## src/rtl/fetch_pkg.sv

```systemverilog
// Shared fetch-side definitions: field width defaults, reset PC and the
// {pc, instr} entry type used by the queue and the decode-side register.
package fetch_pkg;

  localparam int PC_W_DEF    = 32;
  localparam int INSTR_W_DEF = 32;

  localparam logic [PC_W_DEF-1:0] RESET_PC = 32'h0000_0000;

  typedef struct packed {
    logic [PC_W_DEF-1:0]    pc;
    logic [INSTR_W_DEF-1:0] instr;
  } fd_entry_t;

endpackage

```

## src/rtl/fd_queue_storage.sv

```systemverilog
// Register array for the fetch/decode queue: one write port, one
// asynchronous read port, cleared to zero by the synchronous reset.
module fd_queue_storage
  import fetch_pkg::*;
#(
  parameter int DEPTH = 4,
  parameter int WIDTH = PC_W_DEF + INSTR_W_DEF,
  parameter int AW    = $clog2(DEPTH)
) (
  input  logic             clk,
  input  logic             rst,
  input  logic             we,
  input  logic [AW-1:0]    waddr,
  input  logic [WIDTH-1:0] wdata,
  input  logic [AW-1:0]    raddr,
  output logic [WIDTH-1:0] rdata
);

  logic [WIDTH-1:0] mem_r [DEPTH];

  // Entry storage: clear on reset, otherwise write the pushed entry.
  always_ff @(posedge clk) begin
    if (rst) begin
      for (int i = 0; i < DEPTH; i++) begin
        mem_r[i] <= '0;
      end
    end else if (we) begin
      mem_r[waddr] <= wdata;
    end
  end

  assign rdata = mem_r[raddr];

endmodule

```

## src/rtl/fetch_decode_queue.sv

```systemverilog
// Fetch-to-decode buffer holding up to DEPTH {pc, instr} pairs with
// valid/ready on both sides and a flush for fetch redirects.
module fetch_decode_queue
  import fetch_pkg::*;
#(
  parameter int PC_W    = PC_W_DEF,
  parameter int INSTR_W = INSTR_W_DEF,
  parameter int DEPTH   = 4,
  parameter int CNT_W   = $clog2(DEPTH + 1)
) (
  input  logic               clk,
  input  logic               rst,
  input  logic               flush,
  input  logic               in_valid,
  output logic               in_ready,
  input  logic [PC_W-1:0]    in_pc,
  input  logic [INSTR_W-1:0] in_instr,
  output logic               out_valid,
  input  logic               out_ready,
  output logic [PC_W-1:0]    out_pc,
  output logic [INSTR_W-1:0] out_instr,
  output logic [CNT_W-1:0]   count
);

  localparam int AW = $clog2(DEPTH);
  localparam int EW = PC_W + INSTR_W;

  logic [AW-1:0]    wr_ptr_r;
  logic [AW-1:0]    rd_ptr_r;
  logic [CNT_W-1:0] count_r;
  logic             push_s;
  logic             pop_s;
  logic [EW-1:0]    rdata_s;

  // in_ready depends on occupancy alone, so a full queue never refills in the cycle it pops.
  assign in_ready  = (count_r != CNT_W'(DEPTH));
  assign out_valid = (count_r != {CNT_W{1'b0}});
  assign push_s    = in_valid & in_ready & ~flush;
  assign pop_s     = out_valid & out_ready & ~flush;

  // Pointer and occupancy update; reset and flush both empty the queue.
  always_ff @(posedge clk) begin
    if (rst || flush) begin
      wr_ptr_r <= {AW{1'b0}};
      rd_ptr_r <= {AW{1'b0}};
      count_r  <= {CNT_W{1'b0}};
    end else begin
      if (push_s) begin
        wr_ptr_r <= wr_ptr_r + AW'(1);
      end
      if (pop_s) begin
        rd_ptr_r <= rd_ptr_r + AW'(1);
      end
      case ({push_s, pop_s})
        2'b10:   count_r <= count_r + CNT_W'(1);
        2'b01:   count_r <= count_r - CNT_W'(1);
        default: count_r <= count_r;
      endcase
    end
  end

  fd_queue_storage #(
    .DEPTH (DEPTH),
    .WIDTH (EW),
    .AW    (AW)
  ) u_storage (
    .clk   (clk),
    .rst   (rst),
    .we    (push_s),
    .waddr (wr_ptr_r),
    .wdata ({in_pc, in_instr}),
    .raddr (rd_ptr_r),
    .rdata (rdata_s)
  );

  assign out_pc    = rdata_s[EW-1:INSTR_W];
  assign out_instr = rdata_s[INSTR_W-1:0];
  assign count     = count_r;

endmodule

```

## config.mk

```make
export PLATFORM = sky130hd
export DESIGN_NAME = fetch_decode_queue
export DESIGN_NICKNAME = d
export VERILOG_FILES = /design/src/rtl/fetch_pkg.sv /design/src/rtl/fd_queue_storage.sv /design/src/rtl/fetch_decode_queue.sv
export SDC_FILE = /design/constraint.sdc
export NUM_CORES = 1
export LEC_CHECK = 0
export CAP_MARGIN = 0
export CORE_ASPECT_RATIO = 1.5
export CORE_UTILIZATION = 40
export CTS_CLUSTER_DIAMETER = 30
export DETAILED_ROUTE_END_ITERATION = 6
export DONT_BUFFER_PORTS = 1
export SLEW_MARGIN = 10
export SYNTH_ARGS = -nofsm -noshare
export SYNTH_HDL_FRONTEND = slang
export SYNTH_SLANG_ARGS = --single-unit
```

## constraint.sdc

```tcl
create_clock -name clk -period 4.6 [get_ports clk]
set_input_delay 0.69 -clock clk [delete_from_list [all_inputs] [get_ports clk]]
set_output_delay 0.69 -clock clk [all_outputs]
set_load 0.005 [all_outputs]
```

==> results of run 1 <==
## registers in the layout, indices dropped and copies added, names as in the netlist, named ones only
name	count
count	3
wr_ptr_r	2
rd_ptr_r	2
u_storage.mem_r	256
## cell type report
class                      count  area share [%]
tap                          346            3.30
multi-input combinational    359            25.7
sequential                   265            60.0
inverter                       6           0.171
clock buffer                  46            8.28
timing repair buffer           6           0.438
clock inverter                29            2.18
## routing by layer
layer / global-route usage (%) / vias up
li1: - / 2692
met1: 19.5 / 3050
met2: 31.1 / 176
met3: 5.34 / 43
met4: 6.86 / 0
met5: 0 / -
## cell usage after synthesis (all sizes together)
| library cell | number | area, um^2 |
|---|---|---|
| clkbuf | 48 | 211 |
| xor2 | 4 | 35.0 |
| nand2b | 2 | 12.5 |
| or2 | 1 | 6.26 |
| dfxtp | 9 | 180 |
| a21o | 2 | 15.0 |
| or3 | 2 | 12.5 |
| nor2 | 9 | 33.8 |
| ha | 1 | 12.5 |
| nand3 | 2 | 10.0 |
| nor2b | 3 | 18.8 |
| o31ai | 2 | 15.0 |
| inv | 6 | 22.5 |
| buf | 16 | 87.6 |
| and2 | 64 | 400 |
| a21oi | 4 | 20.0 |
| o311ai | 1 | 8.76 |
| nor3 | 1 | 16.3 |
| nor3b | 1 | 18.8 |
| mux4 | 64 | 1440 |
| and3 | 192 | 1200 |
| o21ai | 2 | 10.0 |
| edfxtp | 256 | 7690 |
| fa | 1 | 20.0 |
| a31o | 1 | 8.76 |
## kinds of logic after synthesis
group	Yosys count
AOI/OAI and AO/OA	12
xor gates and xnor gates	4
adders and majority gates	2
buffers and inverters	70
DFF	265
muxes	64
and+or+nand+nor	277
## worst max-delay path by stage
stage	from	to	slack, ns	depth (start not counted)
global placement	register	out_instr[10]	1.93	2
floorplan	flush	u_storage.mem_r[0][0]	1.72	3
CTS	register	out_instr[10]	1.32	2
global route	register	out_instr[0]	1.22	2
finish	register	out_instr[10]	1.43	2
detailed placement	register	out_instr[10]	1.89	2
## critical path, stage by stage (launching register included)
cell     delay [ns]
dfxtp_4        0.86
buf_4          0.48
mux4_2         0.60
## through the flow
stage               total power, W  setup slack, ns  utilization [%]
finish                     0.00607             1.43             46.6
global route               0.00625             1.22             46.6
CTS                        0.00613             1.32             46.6
detailed placement         0.00307             1.89             41.8
global placement           0.00305             1.93             41.8
floorplan                  0.00299             1.72                -
## where the power goes
part           total, W  switching (W)  internal [W]
registers       0.00280      0.0000331       0.00276
clock network   0.00306        0.00107       0.00198
logic          0.000216       0.000137     0.0000787
total           0.00607        0.00124       0.00482
## cell usage in the layout (no fill, tap or decap), drive strengths merged
cell	instances
a21o	2
a21oi	4
a31o	1
and2	64
and3	192
buf	6
bufinv	5
clkbuf	46
clkinv	19
clkinvlp	2
dfxtp	9
edfxtp	256
fa	1
ha	1
inv	9
mux4	64
nand2b	2
nand3	2
nor2	9
nor2b	3
nor3	1
nor3b	1
o21ai	2
o311ai	1
o31ai	2
or2	1
or3	2
xor2	4
==> impl_metrics.csv, run 1 <==
group,metric,value,unit
clocking,post_cts_resized,0,
placement,place_hpwl,13.3,mm
clocking,root_buffer,"clkbuf_16",
placement,portBuffers,0,
clocking,numCtsBuffers,41,
clocking,htreeDepth,2,
setup_path,start_kind,"register",
clocking,hold_buffers,0,
global_routing,grt_pass1_vias,6431,
cells_and_area,final_cells,1057,
routing,wire_per_inst,23.6,um
synth,post_synth.cell_area_avg,16.6,um^2
timing,clock_skew,0.0187,ns
timing,worst_slew_pin_slew,1.12,ns
power,leakage,5.23,nW
synth,synth_compound_area_share,0.674,%
routing,route.met3.wl,1.82,mm
routing,top_layer_used,"met4",
synth,synth_xor_xnor_area_share,0.304,%
synth,syn_nets,765,
die,rows,75,
timing,rsz0062_at_grt,"no",
timing,fin_crit_sh,68.8,%
cells_and_area,drive_gt1_share,20.1,%
cells_and_area,fin_area,13100,um^2
global_routing,grt_pass1_wl,38.4,mm
routing,vias,5961,
hold_path,hp-class,"in2reg",
clocking,clk_pin_slew,0.05,ns
timing,slew_headroom,25.3,%
synth,ys_seq_area_share,68.4,%
setup_path,crit_required,3.91,ns
routing,first_pass_iters,4,
timing,fmax,0.316,GHz
setup_path,r2r-start,"wr_ptr_r[1]",
flow_run,max_cap_violations,0,
die,fp.dieW,140,um
clocking,cts_setup_buffers,0,
routing,viasPerCell,5.64,
synth,synth_area,11500,um^2
status,outcome,"finished, final reports clean",
placement,gp_congestion,0.782,
synth,synth_cells,694,
synth,ys_ff_latch,265,
clocking,cts_tree,"built",
routing,drc,0,
timing,finalSetupViolCount,0,
setup_path,r2r_setup_slack,2.05,ns
hold_path,hold_depth,1,
cells_and_area,seqCellArea,7880,um^2
timing,whs,0.361,ns
die,start_util,40.9,%
global_routing,antenna_found_initial,0,
cells_and_area,n_fill_cell,2403,
global_routing,overflow,0,
power,vdd_drop_max,224,uV
power,power_density,462,nW/um^2
cells_and_area,diodes,0,
routing,drt_wl_total,24.9,mm
die,die_h,210,um
timing,hold_viol_final,0,
placement,placed_cell_area,11800,um^2
clocking,clock_sinks,265,
timing,setup_tns,0,ns
hold_path,min_to,"u_storage.mem_r[3][13]",
synth,synthSimpleGateAreaFrac,15.0,%
setup_path,r2r-end,"u_storage.mem_r[2][30]",
timing,final-max-slew-violation-count,0,
clocking,ctsLongestPathBuffers,3,
clocking,clkLatencyLatePin,0.52,ns
routing,postRouteAntennaNets,0,
global_routing,grt_usage,17.5,%
setup_path,path_class,"reg2out",
setup_path,cp.arrival,2.48,ns
synth,ys_warn_count,0,
hold_path,min_from,"in_instr[13]",
synth,synth_mux_area_share,12.5,%
cells_and_area,finalNetCount,750,
timing,fin_crit,3.17,ns
routing,drtIter0Drc,354,
setup_path,r2r_cells,3,
global_routing,grt_max_degree,257,
setup_path,critPathCaptureType,"output pin",
cells_and_area,area_delta_synth_final,14.1,%
routing,wl_met1,9.22,mm
placement,dp.cells,982,
setup_path,critPathMaxFanout,35,
die,dieArea,29500,um^2
synth,synth_top_family_by_area,"simple AND/OR/NAND/NOR gates",
die,io_pins,138,
synth,synth_fa_ha_area_share,0.283,%
cells_and_area,multi_input_comb_area,3370,um^2
die,core_area,28200,um^2
routing,met2_length,13.2,mm
synth,ys_types,29,
(Power assumes the default switching activity.)
==> run 2: changes to the inputs <==
==> constraint.sdc (replaced) <==
create_clock -name clk -period 3 [get_ports clk]
set_input_delay 0.45 -clock clk [delete_from_list [all_inputs] [get_ports clk]]
set_output_delay 0.45 -clock clk [all_outputs]
set_load 0.005 [all_outputs]
==> run 2 against run 1 <==
Count of clock-buffer cells in the layout increased by 10. Highest routed layer unchanged. Worst hold slack got worse by 0.24 ns. Largest cell class unchanged. Critical endpoint is now out_instr[23]. Non-clock buffer count increased by 16. Critical path type unchanged. Cell area increased by 2.1%. Final cell count increased by 1.6%. Largest power group unchanged. Global-route usage increased by 0.44 points.
==> impl_metrics.csv, run 2 (synthesized netlist as in run 1, its figures left out) <==
group,metric,value,unit
status,outcome,"finished, final reports clean",
placement,pre_cts_ws,0.603,ns
setup_path,cp.arrival,2.05,ns
power,p_int,0.00771,W
routing,drtIter0Drc,407,
global_routing,grt_max_degree,77,
placement,place_hpwl,14.7,mm
timing,setup_tns,0,ns
global_routing,grt_pass1_wl,39.3,mm
timing,worst_slew_pin_slew,1.09,ns
global_routing,antenna_found_initial,0,
die,fp.dieW,140,um
global_routing,grt_usage,17.9,%
timing,clock_skew,0.0204,ns
timing,setup_ws,0.501,ns
placement,placed_cell_area,12000,um^2
cells_and_area,drive_gt1_share,21.4,%
power,swShare,19.7,%
clocking,ctsLongestPathBuffers,3,
timing,final-max-slew-violation-count,0,
clocking,post_cts_resized,0,
flow_run,max_cap_violations,0,
global_routing,overflow,0,
global_routing,grt_pass1_vias,6699,
power,power_switching,0.00189,W
routing,first_pass_iters,5,
clocking,cts_tree,"built",
power,p_seq_share,44.6,%
hold_path,hp-class,"in2reg",
setup_path,slowest_stage,"dfxtp_4",
die,start_util,40.9,%
setup_path,cp_num_buf_inv,1,
cells_and_area,final_cell_mix,"edfxtp_1, and3_1, mux4_2, and2_1, clkbuf_16",
timing,slew_headroom,27.3,%
die,io_pins,138,
placement,portBuffers,0,
timing,finalSetupViolCount,0,
setup_path,crit_required,2.55,ns
setup_path,max_stage_delay,0.78,ns
routing,vias,6176,
clocking,clkLatencyLatePin,0.52,ns
routing,viasPerCell,5.75,
routing,postRouteAntennaNets,0,
timing,whs,0.124,ns
setup_path,critPathCaptureType,"output pin",
timing,fin_crit,2.50,ns
setup_path,path_cells,"buf_4 > mux4_2",
routing,wire_per_inst,23.9,um
clocking,root_buffer,"clkbuf_16",
die,rows,75,
clocking,hold_buffers,0,
die,dieArea,29500,um^2
power,pwr-share-clk,51.6,%
timing,fmax,0.400,GHz
cells_and_area,largest_register_ffs,256,
cells_and_area,regMostFlops,"u_storage.mem_r",
die,core_area,28200,um^2
routing,drc,0,
cells_and_area,diodes,0,
clocking,numCtsBuffers,41,
power,power_density,715,nW/um^2
power,leakage,5.36,nW
timing,hold_viol_final,0,
setup_path,critPathMaxFanout,41,
setup_path,crit_family,"flip-flops",
power,pwr-share-comb,3.9,%
routing,drt_wl_total,25.6,mm
cells_and_area,area_delta_synth_final,16.5,%
cells_and_area,layout_commonest_cell,"edfxtp_1",
setup_path,start_kind,"register",
placement,gp_congestion,0.710,
timing,rsz0062_at_grt,"no",
clocking,htreeDepth,2,
clocking,clock_sinks,265,
cells_and_area,finalNetCount,766,
timing,fin_crit_sh,83.3,%
cells_and_area,fin_area,13400,um^2
power,power,0.00959,W
power,vdd_drop_max,354,uV
clocking,clk_pin_slew,0.05,ns
setup_path,path_class,"reg2out",
die,die_h,210,um
clocking,cts_setup_buffers,0,
-- run 2: cell count changes in the layout (fill, tap and decap cells not counted), sizes merged --
cell	before	now
buf	6	22
bufinv	5	8
clkbuf	46	56
clkinv	19	9
clkinvlp	2	1
inv	9	8
-- run 2: path summary, 6_finish.rpt --
check,startpoint,end,slack [ns],depth (start not counted)
worst max-delay path,register,out_instr[23],0.50,2
worst min-delay path,in_pc[29],u_storage.mem_r[3][61],0.12,1
worst max register to register,count[2],count[2],0.58,9
worst min register to register,rd_ptr_r[1],rd_ptr_r[1],0.52,2
-- run 2: final cells by class --
type / count / area (um^2)
Fill cell: 2367 / 14700
Clock inverter: 20 / 307
Timing Repair Buffer: 22 / 265
Inverter: 6 / 22.5
Clock buffer: 56 / 1130
Multi-Input combinational cell: 359 / 3370
Tap cell: 346 / 433
Sequential cell: 265 / 7880
-- run 2: layer usage --
layer / global-route usage (%) / wire (um)
met1: 19.6 / 9100
met5: 0 / 0
met4: 8.40 / 935
met2: 31.5 / 13500
met3: 5.73 / 2070
-- run 2: through the flow --
| step | std cells | utilization, % |
|---|---|---|
| after global placement | 998 | 42.5 |
| after global routing | 1074 | 47.6 |
| after floorplan | 694 | - |
| after detailed placement | 998 | 42.5 |
| after CTS | 1074 | 47.6 |
| final | 1074 | 47.6 |
-- run 2: power groups by stage --
stage | logic [W] | clock network [W] | registers, W
after floorplan | 0.000252 | 0 | 0.00434
after global placement | 0.000372 | 0 | 0.00433
after detailed placement | 0.000381 | 0 | 0.00435
after CTS | 0.000381 | 0.00504 | 0.00428
after global routing | 0.000401 | 0.00518 | 0.00429
final | 0.000370 | 0.00495 | 0.00428
==> run 3: changes to the inputs <==
==> constraint.sdc (replaced) <==
create_clock -name clk -period 2.3 [get_ports clk]
set_input_delay 0.345 -clock clk [delete_from_list [all_inputs] [get_ports clk]]
set_output_delay 0.345 -clock clk [all_outputs]
set_load 0.005 [all_outputs]
==> run 3 against run 2 <==
Combinational power grew 36%. Critical path depth grew 7. Core utilization grew 0.65 points. Final cell count grew 1.6%. First-iteration DRC count shrank 8.6%. Largest cell class unchanged. Sequential share of layout area shrank 0.78 points. Sequential cell count is the same.
==> impl_metrics.csv, run 3 (synthesized netlist as in run 1, its figures left out) <==
group,metric,value,unit
cells_and_area,utilization,48.3,%
die,rows,75,
clocking,ctsLongestPathBuffers,3,
power,swShare,21.3,%
routing,drc,0,
setup_path,critPathMaxFanout,6,
timing,clock_skew,0.0117,ns
timing,fin_crit_sh,94.4,%
clocking,clkLatencyLatePin,0.52,ns
cells_and_area,finalNetCount,784,
timing,final-max-slew-violation-count,0,
setup_path,cp_num_buf_inv,2,
die,die_h,210,um
cells_and_area,diodes,0,
global_routing,grt_pass1_vias,6782,
die,fp.dieW,140,um
flow_run,max_cap_violations,0,
clocking,htreeDepth,2,
clocking,numCtsBuffers,43,
routing,drt_wl_total,25.6,mm
global_routing,grt_pass1_wl,38.7,mm
die,io_pins,138,
status,outcome,"finished, final reports clean",
timing,finalSetupViolCount,0,
setup_path,start_kind,"register",
routing,postRouteAntennaNets,0,
power,vdd_drop_max,472,uV
cells_and_area,drive_gt1_share,21.9,%
placement,gp_congestion,0.749,
global_routing,grt_usage,17.7,%
setup_path,crit_family,"compound AO/OA/AOI/OAI gates",
power,p_int,0.00976,W
cells_and_area,regMostFlops,"u_storage.mem_r",
global_routing,antenna_found_initial,0,
timing,fin_crit,2.17,ns
power,p_seq_share,44.9,%
die,dieArea,29500,um^2
cells_and_area,area_delta_synth_final,18.1,%
cells_and_area,layout_commonest_cell,"edfxtp_1",
timing,worst_slew_pin_slew,1.01,ns
routing,drtIter0Drc,372,
routing,wire_per_inst,23.4,um
placement,dp.cells,990,
hold_path,hp-class,"in2reg",
power,leakage,5.42,nW
setup_path,critPathCaptureType,"register",
clocking,cts_tree,"built",
global_routing,overflow,0,
power,pwr-share-comb,4.1,%
cells_and_area,n_fill_cell,2345,
routing,first_pass_iters,6,
setup_path,crit_required,2.74,ns
timing,rsz0062_at_grt,"no",
routing,vias,6185,
setup_path,path_cells,"buf_4 > o31ai_1 > nor2_1 > ha_1 > inv_1 > fa_1 > xor2_1 > or3_1 > a21oi_1",
cells_and_area,largest_register_ffs,256,
placement,portBuffers,0,
setup_path,path_class,"reg2reg",
clocking,clk_pin_slew,0.05,ns
clocking,root_buffer,"clkbuf_16",
placement,place_hpwl,12.8,mm
global_routing,grt_max_degree,137,
setup_path,max_stage_delay,0.44,ns
power,power_density,913,nW/um^2
routing,viasPerCell,5.67,
die,start_util,40.9,%
power,pwr-share-clk,51.0,%
cells_and_area,final_cells,1091,
timing,setup_tns,0,ns
timing,slew_headroom,32.9,%
power,power_switching,0.00265,W
timing,hold_viol_final,0,
setup_path,cp.arrival,2.61,ns
cells_and_area,final_cell_mix,"edfxtp_1, and3_1, mux4_2, and2_1, clkbuf_16",
clocking,clock_sinks,265,
setup_path,slowest_stage,"o31ai_1",
die,core_area,28200,um^2
timing,fmax,0.460,GHz
-- run 3: final cells by class --
class	instances	area [um^2]	share of cell area (%)
clock buffers	46	1130	8.31
clock inverters	31	315	2.32
inverters	6	22.5	0.166
multi-input cells	359	3370	24.8
flip-flops and latches	265	7880	58.0
well taps	346	433	3.19
repair buffers	38	443	3.26
-- run 3: worst paths after layout --
kind         cells past startpoint   startpoint  slack, ns                     end
max reg2reg                      9     count[1]       0.13                count[2]
min reg2reg                      2  rd_ptr_r[1]       0.53             rd_ptr_r[1]
max                              9     count[1]       0.13                count[2]
min                              1    in_pc[14]       0.02  u_storage.mem_r[3][46]
-- run 3: layer usage --
| layer | vias to the layer above | wire (um) | track usage [%] |
|---|---|---|---|
| li1 | 2767 | - | - |
| met1 | 3141 | 9440 | 19.7 |
| met2 | 223 | 13600 | 31.9 |
| met3 | 54 | 1810 | 4.49 |
| met4 | 0 | 737 | 7.20 |
| met5 | - | 0 | 0 |
-- run 3: power groups by stage --
stage / sequential [W] / clock (W) / combinational [W]
detailed placement: 0.00567 / 0 / 0.000481
floorplan: 0.00565 / 0 / 0.000330
finish: 0.00557 / 0.00633 / 0.000504
CTS: 0.00558 / 0.00643 / 0.000516
global route: 0.00559 / 0.00662 / 0.000542
global placement: 0.00565 / 0 / 0.000469
-- run 3: stage by stage --
stage	setup WS, ns	area [um^2]	hold slack [ns]	power, W
2_1_floorplan	0.181	11500	0.483	0.00598
3_3_place_gp	0.162	11900	0.525	0.00612
3_5_place_dp	0.0291	11900	0.516	0.00615
4_1_cts	0.118	13600	0.0000212	0.0125
5_1_grt	0.0247	13600	0.000472	0.0128
6_report	0.128	13600	0.0226	0.0124
-- run 3: timing repair --
item | 4_1_cts | 5_1_grt
pin swaps | 1 | 0
setup endpoints to repair | 1 | 1
gates resized for setup | 0 | 1
setup buffers | 1 | 0
hold endpoints to repair | 23 | 0
hold buffers | 23 | 0
